File: src/rtl/tdm_pkg.sv
// Shared constants and types for the four-channel TDM transmitter.
// Optional build macro TDM_MUX4_FIXED_PRIO_EN is consumed by rr_arbiter4.
package tdm_pkg;

    localparam int CH_NUM = 4;
    localparam int SEL_W  = 2;

    typedef logic [SEL_W-1:0] ch_idx_t;

    // Index reached by stepping 'step' channels forward from 'base', modulo CH_NUM.
    function automatic ch_idx_t ch_step(input ch_idx_t base, input int step);
        return ch_idx_t'((int'(base) + step) % CH_NUM);
    endfunction

endpackage

File: src/rtl/tdm_mux4_if.sv
// Channel-side handshake plus the sel/data/enable lane driven towards a demux1to4.
// WIDTH must match the WIDTH of the tdm_mux4 instance it is bound to.
interface tdm_mux4_if
    import tdm_pkg::*;
#(
    parameter int WIDTH = 1
) ();

    logic [CH_NUM*WIDTH-1:0] in_data;
    logic [CH_NUM-1:0]       in_valid;
    logic [CH_NUM-1:0]       in_ready;
    ch_idx_t                 sel;
    logic [WIDTH-1:0]        data;
    logic                    enable;

    modport master (
        output in_data, in_valid,
        input  in_ready, sel, data, enable
    );

    modport slave (
        input  in_data, in_valid,
        output in_ready, sel, data, enable
    );

endinterface

File: src/rtl/rr_arbiter4.sv
// Single-grant arbiter over four requests; round-robin by default,
// fixed priority (channel 3 highest) when TDM_MUX4_FIXED_PRIO_EN is defined.
module rr_arbiter4
    import tdm_pkg::*;
(
    input  logic              clk,
    input  logic              rst_n,
    input  logic [CH_NUM-1:0] req,
    output logic [CH_NUM-1:0] grant,
    output ch_idx_t           grant_idx
);

`ifdef TDM_MUX4_FIXED_PRIO_EN

    logic w_unused_clk_rst;
    assign w_unused_clk_rst = clk ^ rst_n;

    always_comb begin
        grant     = '0;
        grant_idx = '0;
        for (int i = 0; i < CH_NUM; i++) begin
            if (req[i]) begin
                grant_idx = ch_idx_t'(i);
            end
        end
        if (|req) begin
            grant[grant_idx] = 1'b1;
        end
    end

`else

    ch_idx_t r_ptr;

    // Search ptr+1, ptr+2, ptr+3, ptr; the first pending request wins.
    always_comb begin
        logic    w_found;
        ch_idx_t w_idx;
        grant     = '0;
        grant_idx = r_ptr;
        w_found   = 1'b0;
        w_idx     = r_ptr;
        for (int off = 1; off <= CH_NUM; off++) begin
            w_idx = ch_step(r_ptr, off);
            if (!w_found && req[w_idx]) begin
                w_found   = 1'b1;
                grant_idx = w_idx;
            end
        end
        if (w_found) begin
            grant[grant_idx] = 1'b1;
        end
    end

    always_ff @(posedge clk or negedge rst_n) begin
        if (!rst_n) begin
            r_ptr <= ch_idx_t'(CH_NUM - 1);
        end else if (|req) begin
            r_ptr <= grant_idx;
        end
    end

`endif

endmodule

File: src/rtl/tdm_mux4.sv
// Four-channel TDM transmitter: one-word buffer per channel, single-grant
// arbitration, registered sel/data/enable lane. See rr_arbiter4 for TDM_MUX4_FIXED_PRIO_EN.
module tdm_mux4
    import tdm_pkg::*;
#(
    parameter int WIDTH = 1
) (
    input  logic       clk,
    input  logic       rst_n,
    tdm_mux4_if.slave  bus
);

    logic [WIDTH-1:0]  r_hold [CH_NUM];
    logic [CH_NUM-1:0] r_full;
    ch_idx_t           r_sel;
    logic [WIDTH-1:0]  r_data;
    logic              r_enable;

    logic [CH_NUM-1:0] w_grant;
    logic [CH_NUM-1:0] w_ready;
    logic [CH_NUM-1:0] w_accept;
    ch_idx_t           w_grant_idx;
    logic [WIDTH-1:0]  w_in_word [CH_NUM];

    rr_arbiter4 u_arb (
        .clk       (clk),
        .rst_n     (rst_n),
        .req       (r_full),
        .grant     (w_grant),
        .grant_idx (w_grant_idx)
    );

    // A channel being served this cycle may refill on the same edge.
    assign w_ready      = ~r_full | w_grant;
    assign w_accept     = bus.in_valid & w_ready;
    assign bus.in_ready = w_ready;

    generate
        for (genvar gi = 0; gi < CH_NUM; gi++) begin : g_ch
            assign w_in_word[gi] = bus.in_data[gi*WIDTH +: WIDTH];

            always_ff @(posedge clk) begin
                if (w_accept[gi]) begin
                    r_hold[gi] <= w_in_word[gi];
                end
            end

            always_ff @(posedge clk or negedge rst_n) begin
                if (!rst_n) begin
                    r_full[gi] <= 1'b0;
                end else if (w_accept[gi]) begin
                    r_full[gi] <= 1'b1;
                end else if (w_grant[gi]) begin
                    r_full[gi] <= 1'b0;
                end
            end
        end
    endgenerate

    always_ff @(posedge clk or negedge rst_n) begin
        if (!rst_n) begin
            r_enable <= 1'b0;
            r_sel    <= '0;
            r_data   <= '0;
        end else if (|w_grant) begin
            r_enable <= 1'b1;
            r_sel    <= w_grant_idx;
            r_data   <= r_hold[w_grant_idx];
        end else begin
            r_enable <= 1'b0;
            r_data   <= '0;
        end
    end

    assign bus.sel    = r_sel;
    assign bus.data   = r_data;
    assign bus.enable = r_enable;

endmodule

File: src/flat_wrapper.sv
// flat-port wrapper written by rule: the top's interface ports become plain ports
module tdm_mux4_flat import tdm_pkg::*;
#(
    parameter int WIDTH = 1
)
  (clk, rst_n, bus_in_data, bus_in_valid, bus_in_ready, bus_sel, bus_data, bus_enable);
  tdm_mux4_if #(.WIDTH(WIDTH)) bus_i ();
  input  logic clk;
  input  logic rst_n;
  input wire logic [$bits(bus_i.in_data)-1:0] bus_in_data;
  input wire logic [$bits(bus_i.in_valid)-1:0] bus_in_valid;
  output wire logic [$bits(bus_i.in_ready)-1:0] bus_in_ready;
  output wire logic [$bits(bus_i.sel)-1:0] bus_sel;
  output wire logic [$bits(bus_i.data)-1:0] bus_data;
  output wire logic [$bits(bus_i.enable)-1:0] bus_enable;
  assign bus_i.in_data = bus_in_data;
  assign bus_i.in_valid = bus_in_valid;
  assign bus_in_ready = bus_i.in_ready;
  assign bus_sel = bus_i.sel;
  assign bus_data = bus_i.data;
  assign bus_enable = bus_i.enable;
  tdm_mux4 #(.WIDTH(WIDTH)) u_core (.clk(clk), .rst_n(rst_n), .bus(bus_i));
endmodule
File: config.mk
export PLATFORM = sky130hd
export DESIGN_NAME = tdm_mux4_flat
export DESIGN_NICKNAME = d
export VERILOG_FILES = /design/src/rtl/tdm_pkg.sv /design/src/rtl/tdm_mux4_if.sv /design/src/rtl/rr_arbiter4.sv /design/src/rtl/tdm_mux4.sv /design/src/flat_wrapper.sv
export SDC_FILE = /design/constraint.sdc
export NUM_CORES = 1
export LEC_CHECK = 0
export BUFFER_PORTS_ARGS = -buffer_cell sky130_fd_sc_hd__buf_4
export CAP_MARGIN = 20
export CORE_MARGIN = 5
export CORE_UTILIZATION = 49
export CTS_CLUSTER_DIAMETER = 150
export DETAILED_ROUTE_END_ITERATION = 8
export HOLD_SLACK_MARGIN = 0.06
export PLACE_DENSITY = 0.86
export SLEW_MARGIN = 15
export SYNTH_ARGS = -nofsm -noshare
export SYNTH_HDL_FRONTEND = slang
export SYNTH_SLANG_ARGS = --single-unit
File: constraint.sdc
create_clock -name clk -period 2.32 [get_ports clk]
set_clock_uncertainty 0.1 [all_clocks]
set_input_delay 0.464 -clock clk [delete_from_list [all_inputs] [get_ports clk]]
set_output_delay 0.464 -clock clk [all_outputs]
set_load 0.05 [all_outputs]
==> impl_metrics.tcl <==
set metrics [dict create \
    status "finished, final reports clean" \
    register_area_um2 373 \
    syn_area_um2 668 \
    drive_above_1_share_pct 34.5 \
    dr.pass1.iters 5 \
    fill_cells 101 \
    std_cell_rows 13 \
    cts_tree "yes" \
    antenna_found_initial 0 \
    wl_met3_um 89 \
    io_pins 18 \
    synthDistinctLibCells 30 \
    die_area_um2 2200 \
    cts_buffers 3 \
    cpPeakStageDelay_ps 590 \
    post-route-period-util_pct 97.6 \
    via_per_inst 5.45 \
    finalSetupViolations 0 \
    wl_met1_um 539 \
    crit_type "flip-flop to primary output" \
    fin_cells 99 \
    hold_class "primary input to flip-flop" \
    grt_pass1_wl_mm 2.10 \
    wl_met2_um 706 \
    start_kind "flip-flop" \
    antenna_cells 0 \
    route.detailed.drc 0 \
    cts_sinks 14 \
    grt_pass1_vias 493 \
    clk_pin_slew_worst_paths_ps 80 \
    synth_seq_area_share_pct 55.8 \
    finalWorstSetupSlack_ps 54.9 \
    worstSetupEndpointType "primary output" \
    maxCapViolations 0 \
    slew_headroom_pct 81.8 \
    period_needed_ps 2270 \
    ctsHtreeMaxLevel 1 \
    multi_input_area_um2 273 \
    crit_fanout 5 \
    initial_utilization_pct 51.3 \
    vias 540 \
    syn_nets 74 \
    die_w_um 46.9 \
    slowest_stage "dfstp_2" \
    grt_max_degree 13 \
    port_buffers 17 \
    cts_root_buffer "clkbuf_4" \
    arrival_ps 1700 \
    area_growth_pct 29.4 \
    insertion_delay_ps 270 \
    gp_congestion 0.762 \
    core_um2 1300 \
    slew_violations 0 \
    fmax_mhz 441 \
    postRouteAntennaNets 0 \
    dp_slack_ps 372 \
    routed.top_layer "met4" \
    drt_wl_total_mm 1.36 \
    synth_cells 64 \
    hold_viol 0 \
    ys_ff_latch 14 \
    worstPathCellList "nand2b_1, inv_1, o21ai_0, a21oi_1, inv_1, buf_4" \
    syn_area_per_cell_um2 10.4 \
    nets 95 \
    cts.path.max_buffers 2 \
    globalRouteOverflowTotal 0 \
    crit_required_ps 1760 \
    hpwl_um 958 \
    dp.cells 94 \
    tightest_slew_ps 272 \
    die_h_um 46.9 \
    tns_ps 0 \
    track_usage_pct 14.3 \
    drtIter0Drc 32 \
    crit_path_frequent_cell "inv_1" \
    wire_per_inst_um 13.7 \
    yosysWarnings 0 \
]
through the flow:
| stage | instance area, µm² | util, % | hold slack (ps) |
|---|---|---|---|
| after global placement | 812 | 62.4 | 199 |
| after detailed placement | 812 | 62.4 | 200 |
| after floorplan | 674 | - | 68.4 |
| after CTS | 858 | 66.0 | 249 |
| after global routing | 865 | 66.4 | 234 |
| final | 865 | 66.4 | 261 |
worst paths after layout:
kind                                       start               endpoint  slack (ps)  depth (start not counted)
hold reg to reg                u_core.bus.sel[1]      u_core.bus.sel[1]         420                          1
hold / removal                    bus_in_data[3]       u_core.r_hold[3]         260                          1
min in group asynchronous                  rst_n      u_core.bus.sel[0]         460                          2
setup reg to reg           u_core.u_arb.r_ptr[0]        u_core.bus.data         550                          5
max in group asynchronous                  rst_n  u_core.u_arb.r_ptr[1]        1450                          2
setup / recovery           u_core.u_arb.r_ptr[0]        bus_in_ready[2]          50                          6
sequential cells by signal, indices dropped and copies added (netlist names):
signal and count:
u_core.bus.data 1, u_core.bus.enable 1, u_core.bus.sel 2, u_core.r_full 4, u_core.r_hold 4, u_core.u_arb.r_ptr 2
layout by cell type (no fill, tap or decap), types with 2 or more instances in the layout:
master / count
buf_4: 17
nand2b_1: 4
clkbuf_4: 3
edfxtp_1: 4
and2_1: 2
nand2_1: 4
inv_1: 7
nor2_1: 4
mux2i_1: 2
nor2b_1: 2
o21ai_0: 3
dfstp_2: 2
dfrtp_1: 8
nor3_1: 2
a21oi_1: 3
routing by layer:
metal	vias up	GRT usage, %
li1	261	-
met1	252	16.2
met5	-	0
met4	0	9.94
met2	25	23.0
met3	2	4.21
cell usage after synthesis:
| cell | n | area (µm²) |
|---|---|---|
| dfrtp_1 | 8 | 200 |
| inv_1 | 7 | 26.3 |
| edfxtp_1 | 4 | 120 |
| nand2_1 | 4 | 15.0 |
| nand2b_1 | 4 | 25.0 |
| nor2_1 | 4 | 15.0 |
| a21oi_1 | 3 | 15.0 |
| o21ai_0 | 3 | 15.0 |
| and2_1 | 2 | 12.5 |
| dfstp_2 | 2 | 52.6 |
| mux2i_1 | 2 | 20.0 |
| nor2b_1 | 2 | 12.5 |
| nor3_1 | 2 | 10.0 |
| a211oi_1 | 1 | 7.51 |
| a221oi_1 | 1 | 8.76 |
| and2b_4 | 1 | 10.0 |
| and3_1 | 1 | 6.26 |
| buf_2 | 1 | 5.00 |
| clkbuf_1 | 1 | 3.75 |
| o211a_1 | 1 | 10.0 |
| o21a_1 | 1 | 7.51 |
| o21ai_1 | 1 | 5.00 |
| o21ba_2 | 1 | 10.0 |
| o221ai_1 | 1 | 8.76 |
| o22ai_1 | 1 | 6.26 |
| o2bb2ai_1 | 1 | 8.76 |
| o32a_2 | 1 | 11.3 |
| or2_1 | 1 | 6.26 |
| or2_2 | 1 | 6.26 |
| or4_1 | 1 | 7.51 |
kinds of logic after synthesis:
group	count (synthesis)	share of synthesized area, %
and+or+nand+nor	23	18.9
AOI/OAI and AO/OA	16	17.0
DFF	14	55.8
buffers and inverters	9	5.24
muxes	2	3.00
repair_timing:
| action | 4_1_cts | 5_1_grt |
|---|---|---|
| endpoints found under the hold margin | 8 | 0 |
| gates resized for setup | 0 | 1 |
| setup buffers | 0 | 0 |
| setup endpoints to repair | 0 | 1 |
| hold buffers | 1 | 0 |
area by class of cell:
class / instances / share of cell area, %
clock buffer: 4 / 4.20
inverter: 7 / 3.04
multi-input combinational: 41 / 31.5
sequential: 14 / 43.1
tap: 15 / 2.17
timing repair buffer: 18 / 15.9
critical path: cells and delay by family (launching register included):
family,cells,cell delay [ps]
AND/OR/NAND/NOR,1,180
flip-flops,1,590
buffers and inverters,3,320
AO/OA/AOI/OAI,2,340
Power is not shown: default switching activity piles up to over one toggle a cycle in this logic, so the estimate is an artifact.
